--- src/rtl/tf_addr_seq_if.sv ---
// tf_addr_seq_if - bundle between the NTT controller and tf_addr_seq.
//   master : controller side (drives start/inv/en, observes the address stream)
//   slave  : address generator side
// Signals:
//   start      request, accepted only while the generator is idle
//   inv        mode sampled with an accepted start (0 = NTT, 1 = INTT)
//   en         advance; 0 stalls the running sequence
//   tf_address LANES packed ROM addresses, lane i at [i*ADDR_W +: ADDR_W]
//   tf_valid   tf_address carries a new address set this cycle
//   done       one-cycle pulse with the final tf_valid
//   busy       generator is running
interface tf_addr_seq_if #(
  parameter int ADDR_W = 8,
  parameter int LANES  = 1
);
  logic                      start;
  logic                      inv;
  logic                      en;
  logic [LANES*ADDR_W-1:0]   tf_address;
  logic                      tf_valid;
  logic                      done;
  logic                      busy;

  modport master (
    output start, inv, en,
    input  tf_address, tf_valid, done, busy
  );

  modport slave (
    input  start, inv, en,
    output tf_address, tf_valid, done, busy
  );
endinterface

--- src/rtl/tf_addr_seq.sv ---
// tf_addr_seq - self-sequencing twiddle-factor ROM address generator for the
// multi-stage radix-4 NTT/INTT datapath. On an accepted start it walks every
// stage j (C_j = 2*4^j twiddles, base B_j = 2*(4^j-1)/3) and every index k in
// steps of LANES, emitting registered ROM addresses. NTT visits stages upward
// with ascending addresses; INTT visits stages downward with each stage mirrored.
// Ports:
//   clk  rising-edge clock
//   rst  synchronous active-high reset; aborts a run without a done pulse
//   bus  tf_addr_seq_if slave modport (start/inv/en in, address stream out)
module tf_addr_seq #(
  parameter int STAGES = 4,
  parameter int ADDR_W = 8,
  parameter int LANES  = 1
) (
  input  logic          clk,
  input  logic          rst,
  tf_addr_seq_if.slave  bus
);

  localparam int TOTAL = 2 * (4 ** STAGES - 1) / 3;
  localparam int J_W   = (STAGES > 1) ? $clog2(STAGES) : 1;
  // One spare bit so k+LANES and the stage size compare without overflow.
  localparam int C_W   = ADDR_W + 1;

  if (LANES != 1 && LANES != 2) begin : g_bad_lanes
    $error("tf_addr_seq: LANES must be 1 or 2");
  end
  if (longint'(TOTAL) > (64'd1 << ADDR_W)) begin : g_bad_addr_w
    $error("tf_addr_seq: ADDR_W too small for the twiddle table");
  end

  typedef enum logic {
    S_IDLE = 1'b0,
    S_RUN  = 1'b1
  } state_t;

  state_t                    r_state;
  logic                      r_inv;
  logic [J_W-1:0]            r_j;
  logic [ADDR_W-1:0]         r_k;
  logic [LANES*ADDR_W-1:0]   r_addr;
  logic                      r_valid;
  logic                      r_done;
  logic                      r_busy;

  logic [C_W-1:0]            w_count;
  logic [C_W-1:0]            w_base;
  logic [C_W-1:0]            w_k_next;
  logic                      w_stage_end;
  logic                      w_last_stage;
  logic [LANES*ADDR_W-1:0]   w_addr;

  // Stage size C_j = 2*4^j.
  function automatic logic [C_W-1:0] f_count(input logic [J_W-1:0] j);
    logic [C_W-1:0] c;
    c = C_W'(2);
    for (int m = 0; m < STAGES; m++) begin
      if (m < int'(j)) c = c << 2;
    end
    return c;
  endfunction

  // Stage base B_j = sum of the sizes of all lower stages.
  function automatic logic [C_W-1:0] f_base(input logic [J_W-1:0] j);
    logic [C_W-1:0] b;
    logic [C_W-1:0] c;
    b = '0;
    c = C_W'(2);
    for (int m = 0; m < STAGES; m++) begin
      if (m < int'(j)) b = b + c;
      c = c << 2;
    end
    return b;
  endfunction

  assign w_count      = f_count(r_j);
  assign w_base       = f_base(r_j);
  assign w_k_next     = {1'b0, r_k} + C_W'(LANES);
  assign w_stage_end  = (w_k_next >= w_count);
  assign w_last_stage = r_inv ? (r_j == '0) : (r_j == J_W'(STAGES - 1));

  always_comb begin : p_lane_addr
    logic [C_W-1:0] idx;
    logic [C_W-1:0] a;
    w_addr = '0;
    idx    = '0;
    a      = '0;
    for (int i = 0; i < LANES; i++) begin
      idx = {1'b0, r_k} + C_W'(i);
      // INTT mirrors the index inside the current stage.
      a   = r_inv ? (w_base + w_count - C_W'(1) - idx) : (w_base + idx);
      w_addr[i*ADDR_W +: ADDR_W] = a[ADDR_W-1:0];
    end
  end

  always_ff @(posedge clk) begin
    if (rst) begin
      r_state <= S_IDLE;
      r_inv   <= 1'b0;
      r_j     <= '0;
      r_k     <= '0;
      r_addr  <= '0;
      r_valid <= 1'b0;
      r_done  <= 1'b0;
      r_busy  <= 1'b0;
    end else begin
      r_valid <= 1'b0;
      r_done  <= 1'b0;
      case (r_state)
        S_IDLE: begin
          if (bus.start) begin
            r_state <= S_RUN;
            r_busy  <= 1'b1;
            r_inv   <= bus.inv;
            r_k     <= '0;
            r_j     <= bus.inv ? J_W'(STAGES - 1) : '0;
          end
        end
        S_RUN: begin
          if (bus.en) begin
            r_addr  <= w_addr;
            r_valid <= 1'b1;
            if (!w_stage_end) begin
              r_k <= w_k_next[ADDR_W-1:0];
            end else begin
              r_k <= '0;
              if (w_last_stage) begin
                // done and the return to IDLE coincide with the final valid.
                r_done  <= 1'b1;
                r_state <= S_IDLE;
                r_busy  <= 1'b0;
              end else begin
                r_j <= r_inv ? (r_j - J_W'(1)) : (r_j + J_W'(1));
              end
            end
          end
        end
        default: begin
          r_state <= S_IDLE;
          r_busy  <= 1'b0;
        end
      endcase
    end
  end

  assign bus.tf_address = r_addr;
  assign bus.tf_valid   = r_valid;
  assign bus.done       = r_done;
  assign bus.busy       = r_busy;

endmodule

--- src/flat_wrapper.sv ---
// flat-port wrapper written by rule: the top's interface ports become plain ports
module tf_addr_seq_flat 
#(
  parameter int STAGES = 4,
  parameter int ADDR_W = 8,
  parameter int LANES  = 1
)
  (clk, rst, bus_start, bus_inv, bus_en, bus_tf_address, bus_tf_valid, bus_done, bus_busy);
  tf_addr_seq_if #(.ADDR_W(ADDR_W), .LANES(LANES)) bus_i ();
  input  logic clk;
  input  logic rst;
  input wire logic [$bits(bus_i.start)-1:0] bus_start;
  input wire logic [$bits(bus_i.inv)-1:0] bus_inv;
  input wire logic [$bits(bus_i.en)-1:0] bus_en;
  output wire logic [$bits(bus_i.tf_address)-1:0] bus_tf_address;
  output wire logic [$bits(bus_i.tf_valid)-1:0] bus_tf_valid;
  output wire logic [$bits(bus_i.done)-1:0] bus_done;
  output wire logic [$bits(bus_i.busy)-1:0] bus_busy;
  assign bus_i.start = bus_start;
  assign bus_i.inv = bus_inv;
  assign bus_i.en = bus_en;
  assign bus_tf_address = bus_i.tf_address;
  assign bus_tf_valid = bus_i.tf_valid;
  assign bus_done = bus_i.done;
  assign bus_busy = bus_i.busy;
  tf_addr_seq #(.STAGES(STAGES), .ADDR_W(ADDR_W), .LANES(LANES)) u_core (.clk(clk), .rst(rst), .bus(bus_i));
endmodule
--- config.mk ---
export PLATFORM = sky130hd
export DESIGN_NAME = tf_addr_seq_flat
export DESIGN_NICKNAME = d
export VERILOG_FILES = /design/src/rtl/tf_addr_seq_if.sv /design/src/rtl/tf_addr_seq.sv /design/src/flat_wrapper.sv
export SDC_FILE = /design/constraint.sdc
export NUM_CORES = 1
export LEC_CHECK = 0
export CAP_MARGIN = 20
export CORE_AREA = 3 3 51 76
export CTS_BUF_LIST = sky130_fd_sc_hd__clkbuf_4 sky130_fd_sc_hd__clkbuf_8
export DETAILED_ROUTE_END_ITERATION = 12
export DIE_AREA = 0 0 54 79
export PLACE_DENSITY = 0.72
export SLEW_MARGIN = 25
export SYNTH_ARGS = -nofsm -noshare
export SYNTH_HDL_FRONTEND = slang
export SYNTH_SLANG_ARGS = --single-unit
export TNS_END_PERCENT = 10
--- constraint.sdc ---
create_clock -name clk -period 2.78 [get_ports clk]
set_input_delay 0.417 -clock clk [delete_from_list [all_inputs] [get_ports clk]]
set_output_delay 0.417 -clock clk [all_outputs]
set_load 0.1 [all_outputs]
==> results_tabular.tex, run 1 <==
\begin{tabular}{lr}
\hline
Metric & Value \\
\hline
\multicolumn{2}{l}{\textbf{Clock tree}} \\
Depth of the CTS H-tree & 1 \\
CTS clk-pin slew, worst paths & 90 ps \\
Clk Latency, worst-skew pair & 270 ps \\
TritonCTS clock tree & done \\
CTS Buffer Depth & 2 \\
Clock Root Buffer & sky130\_fd\_sc\_hd\_\_clkbuf\_8 \\
Number of buffers created by CTS & 3 \\
CTS sink cnt & 23 \\
\multicolumn{2}{l}{\textbf{Pwr}} \\
Power density over cell area & 427 nW/um2 \\
Leakage component of the power & 0.815 nW \\
Worst voltage drop across the vdd grid & 0.309 mV \\
\multicolumn{2}{l}{\textbf{Floorplanning}} \\
Count of pins on the block boundary & 16 \\
DIE HEIGHT & 79 um \\
Placement row count & 25 \\
CORE AREA & 3220 um2 \\
Horizontal die dimension & 54 um \\
DIE AREA & 4270 um2 \\
Starting density of the core & 0.523 \\
\multicolumn{2}{l}{\textbf{Placed design}} \\
Count of port buffers added during placement & 15 \\
Placement-stage worst setup slack & -20.0 ps \\
Final weighted congestion of routability-driven global placement & 0.901 \\
Total half-perimeter wirelength after legalization and detailed placement & 3.20 mm \\
Total instance count after detailed placement & 252 \\
\multicolumn{2}{l}{\textbf{Logic synthesis}} \\
Number of instances in the synthesized netlist & 194 \\
Register bit total from synthesis & 23 \\
Top-count cell post-synth & sky130\_fd\_sc\_hd\_\_dfxtp\_1 \\
Syn\_area\_per\_cell & 8.69 um2 \\
Flip-flop cell with the highest count after synthesis & sky130\_fd\_sc\_hd\_\_dfxtp\_1 \\
Proportion of register bits with asynchronous set or reset after synthesis & 0 \\
Synth top area share & 0.273 \\
Cell types with the highest counts after synthesis & sky130\_fd\_sc\_hd\_\_dfxtp\_1 (23), sky130\_fd\_sc\_hd\_\_ha\_1 (21), sky130\_fd\_sc\_hd\_\_inv\_1 (18) \\
Synth cell types & 45 \\
Library cell occupying the most area in the post-synthesis netlist & sky130\_fd\_sc\_hd\_\_dfxtp\_1 \\
Synth warnings & 0 \\
Synthesized net count & 222 \\
Leading post-synthesis cells by cell area & sky130\_fd\_sc\_hd\_\_dfxtp\_1 (27\%), sky130\_fd\_sc\_hd\_\_ha\_1 (16\%), sky130\_fd\_sc\_hd\_\_inv\_1 (4.0\%) \\
Area of the mapped netlist & 1690 um2 \\
Sequential cell area fraction in the yosys report & 0.273 \\
Number of enable flip-flop cells after synthesis & 0 \\
\multicolumn{2}{l}{\textbf{Setup path}} \\
Arr. time, crit path & 2850 ps \\
Kind of capture point of the worst setup path & flop \\
Worst reg2reg setup slack & 130 ps \\
Largest fanout on the critical path & 4 \\
Worst Setup EP & u\_core.bus.tf\_address[7] \\
Source of the critical timing path & u\_core.r\_j[0] \\
Kind of start point of the critical path & flop \\
FF-to-FF path depth & 10 \\
Crit Reg-Reg Startpoint & u\_core.r\_j[0] \\
Kind of critical path & reg2reg \\
Data required time at the worst endpoint & 2980 ps \\
Capture instance of the worst register-to-register path & u\_core.bus.tf\_address[7] \\
\multicolumn{2}{l}{\textbf{Global route}} \\
Global-route wire length before repair & 7.02 mm \\
Number of antenna violations at the first check in global routing & 0 \\
Residual overflow from global routing & 0 \\
Via count of the first global-routing pass & 1532 \\
Global router's overall resource usage & 0.218 \\
Pin count of the biggest net entering global routing & 20 \\
\multicolumn{2}{l}{\textbf{Timing}} \\
Shortest period the worst path allows & 2650 ps \\
Clock tree skew after final layout & 5.11 ps \\
Worst-margin pin slew & 701 ps \\
Final count of hold timing violations & 0 \\
Max Freq & 378 MHz \\
Final Cycle Share & 0.952 \\
RSZ-0062 raised after global routing & no \\
Final Setup Violations & 0 \\
Setup slack after layout & 133 ps \\
Number of pins with negative max-slew slack in the final report & 0 \\
Worst-case headroom to the max-slew limit & 0.532 \\
\multicolumn{2}{l}{\textbf{Detailed routing}} \\
Detail-routed via count per cell & 5.84 \\
Post-detailed-route DRC marker count & 0 \\
Mean routed wirelength per cell & 15.7 um \\
Initial DRC Count & 62 \\
Post-detailed-route count of antenna-violating nets & 0 \\
Via count & 1501 \\
Routed wire length & 4.03 mm \\
Drt pass-1 iters & 4 \\
\multicolumn{2}{l}{\textbf{Final layout}} \\
Final std cells w/o fill & 257 \\
Antenna diode instance count & 0 \\
Fill cell instance count of the final layout & 290 \\
Area delta synth->final & 16.9\% \\
Nets & 246 \\
Layout cell share with drive strength beyond 1 & 0.203 \\
\multicolumn{2}{l}{\textbf{Worst hold path}} \\
Kind of path behind the tightest hold check & reg2reg \\
\multicolumn{2}{l}{\textbf{Run}} \\
Max-capacitance violation count & 0 \\
\multicolumn{2}{l}{\textbf{Status}} \\
Status & complete, no violations \\
\hline
\end{tabular}
==> report_power, final <==
group | total [mW] | switching, mW | internal (mW)
Clock | 0.226 | 0.114 | 0.112
Sequential | 0.356 | 0.0147 | 0.342
Combinational | 0.260 | 0.163 | 0.0977
==> worst min path at each step <==
stage                                   from                       end  slack, ps  cells past startpoint
finish              u_core.bus.tf_address[6]  u_core.bus.tf_address[6]        460                      2
CTS                 u_core.bus.tf_address[5]  u_core.bus.tf_address[5]        470                      2
global placement    u_core.bus.tf_address[6]  u_core.bus.tf_address[6]        440                      2
detailed placement  u_core.bus.tf_address[5]  u_core.bus.tf_address[5]        450                      2
global route        u_core.bus.tf_address[6]  u_core.bus.tf_address[6]        490                      2
floorplan                                rst           u_core.bus.busy        500                      1
==> flip-flops by register name (all words and copies together), names as in the netlist <==
signal,cells
u_core.r_k,8
u_core.bus.done,1
u_core.bus.tf_address,8
u_core.r_inv,1
u_core.bus.tf_valid,1
u_core.bus.busy,1
u_core.r_j,2
u_core.r_state,1
==> placed cells by master (no fill, tap or decap), types with 3 or more instances in the layout <==
cell type                         Yosys  final
sky130_fd_sc_hd__xor2_1               3      3
sky130_fd_sc_hd__nand2_1             12     12
sky130_fd_sc_hd__dfxtp_1             23     21
sky130_fd_sc_hd__mux2i_1              3      3
sky130_fd_sc_hd__a22o_1               3      3
sky130_fd_sc_hd__a31o_2               3      3
sky130_fd_sc_hd__nand2b_1             5      5
sky130_fd_sc_hd__a211oi_1             6      6
sky130_fd_sc_hd__nor2_1              13     13
sky130_fd_sc_hd__a21o_1               3      3
sky130_fd_sc_hd__ha_1                21     19
sky130_fd_sc_hd__o21ai_0              4      4
sky130_fd_sc_hd__a21oi_1              5      5
sky130_fd_sc_hd__a31oi_1              7      6
sky130_fd_sc_hd__inv_1               18     16
sky130_fd_sc_hd__clkdlybuf4s50_1      0      4
sky130_fd_sc_hd__clkbuf_8             0      3
sky130_fd_sc_hd__buf_4                0     22
sky130_fd_sc_hd__nor3_1              10     10
sky130_fd_sc_hd__nor2b_1              3      3
sky130_fd_sc_hd__xnor2_1              7      7
sky130_fd_sc_hd__o211ai_1             5      5
sky130_fd_sc_hd__nand3_1              6      6
==> area by class of cell <==
type	instances	area, um2	area share
sequential	23	463	0.235
inverter	18	67.6	0.0343
timing repair buffer	26	205	0.104
tap	40	50.0	0.0254
multi-input combinational	146	1140	0.577
clock buffer	4	48.8	0.0247
==> metrics by stage <==
step / hold slack (ps) / setup TNS [ps] / power, mW / instance area [um2] / utilization
final: 463 / 0 / 0.843 / 1970 / 0.612
after global routing: 489 / 0 / 0.894 / 1970 / 0.612
after CTS: 468 / 0 / 0.846 / 1950 / 0.607
after detailed placement: 452 / -20.0 / 0.615 / 1900 / 0.590
after global placement: 442 / 0 / 0.610 / 1900 / 0.590
after floorplan: 496 / 0 / 0.548 / 1690 / -
==> cells by family (layout without fill, tap and decap cells) <==
logic type	count (synthesis)	in the layout	synth area share
AOI/OAI and AO/OA	46	46	0.203
xor gates and xnor gates	11	11	0.0683
adders and majority gates	23	23	0.180
buffers and inverters	25	48	0.0608
DFF	23	23	0.273
muxes	4	4	0.0245
and+or+nand+nor	62	62	0.191
==> layer usage <==
metal,track usage,routed length (um),vias to the layer above
li1,-,-,745
met1,0.269,1730,723
met2,0.376,2150,26
met3,0.0206,79,7
met4,0.0823,70,0
met5,0,0,-
==> worst max-delay path: stages, from the launching register on <==
cell and delay [ps]:
sky130_fd_sc_hd__dfxtp_2 350, sky130_fd_sc_hd__inv_2 80, sky130_fd_sc_hd__ha_2 190, sky130_fd_sc_hd__inv_1 70, sky130_fd_sc_hd__fa_1 420, sky130_fd_sc_hd__ha_2 210, sky130_fd_sc_hd__a31oi_2 220, sky130_fd_sc_hd__nor2_1 80
sky130_fd_sc_hd__or4b_2 630, sky130_fd_sc_hd__a31o_2 250, sky130_fd_sc_hd__o211ai_1 70
==> repair_timing <==
action / CTS / global route
hold buffers: 0 / 0
endpoints found under the setup margin: 1 / 2
gates resized for setup: 1 / 7
cloned: 0 / 0
hold endpoints to repair: 0 / 0
buffers inserted: 0 / 1
pin swaps: 0 / 1
(Power assumes the default switching activity.)
==> run 2: changes to the inputs <==
CTS_CLUSTER_SIZE = 10   (was default)
==> results of run 2 <==
No change in the layout: final DEF, timing and power equal those of run 1.
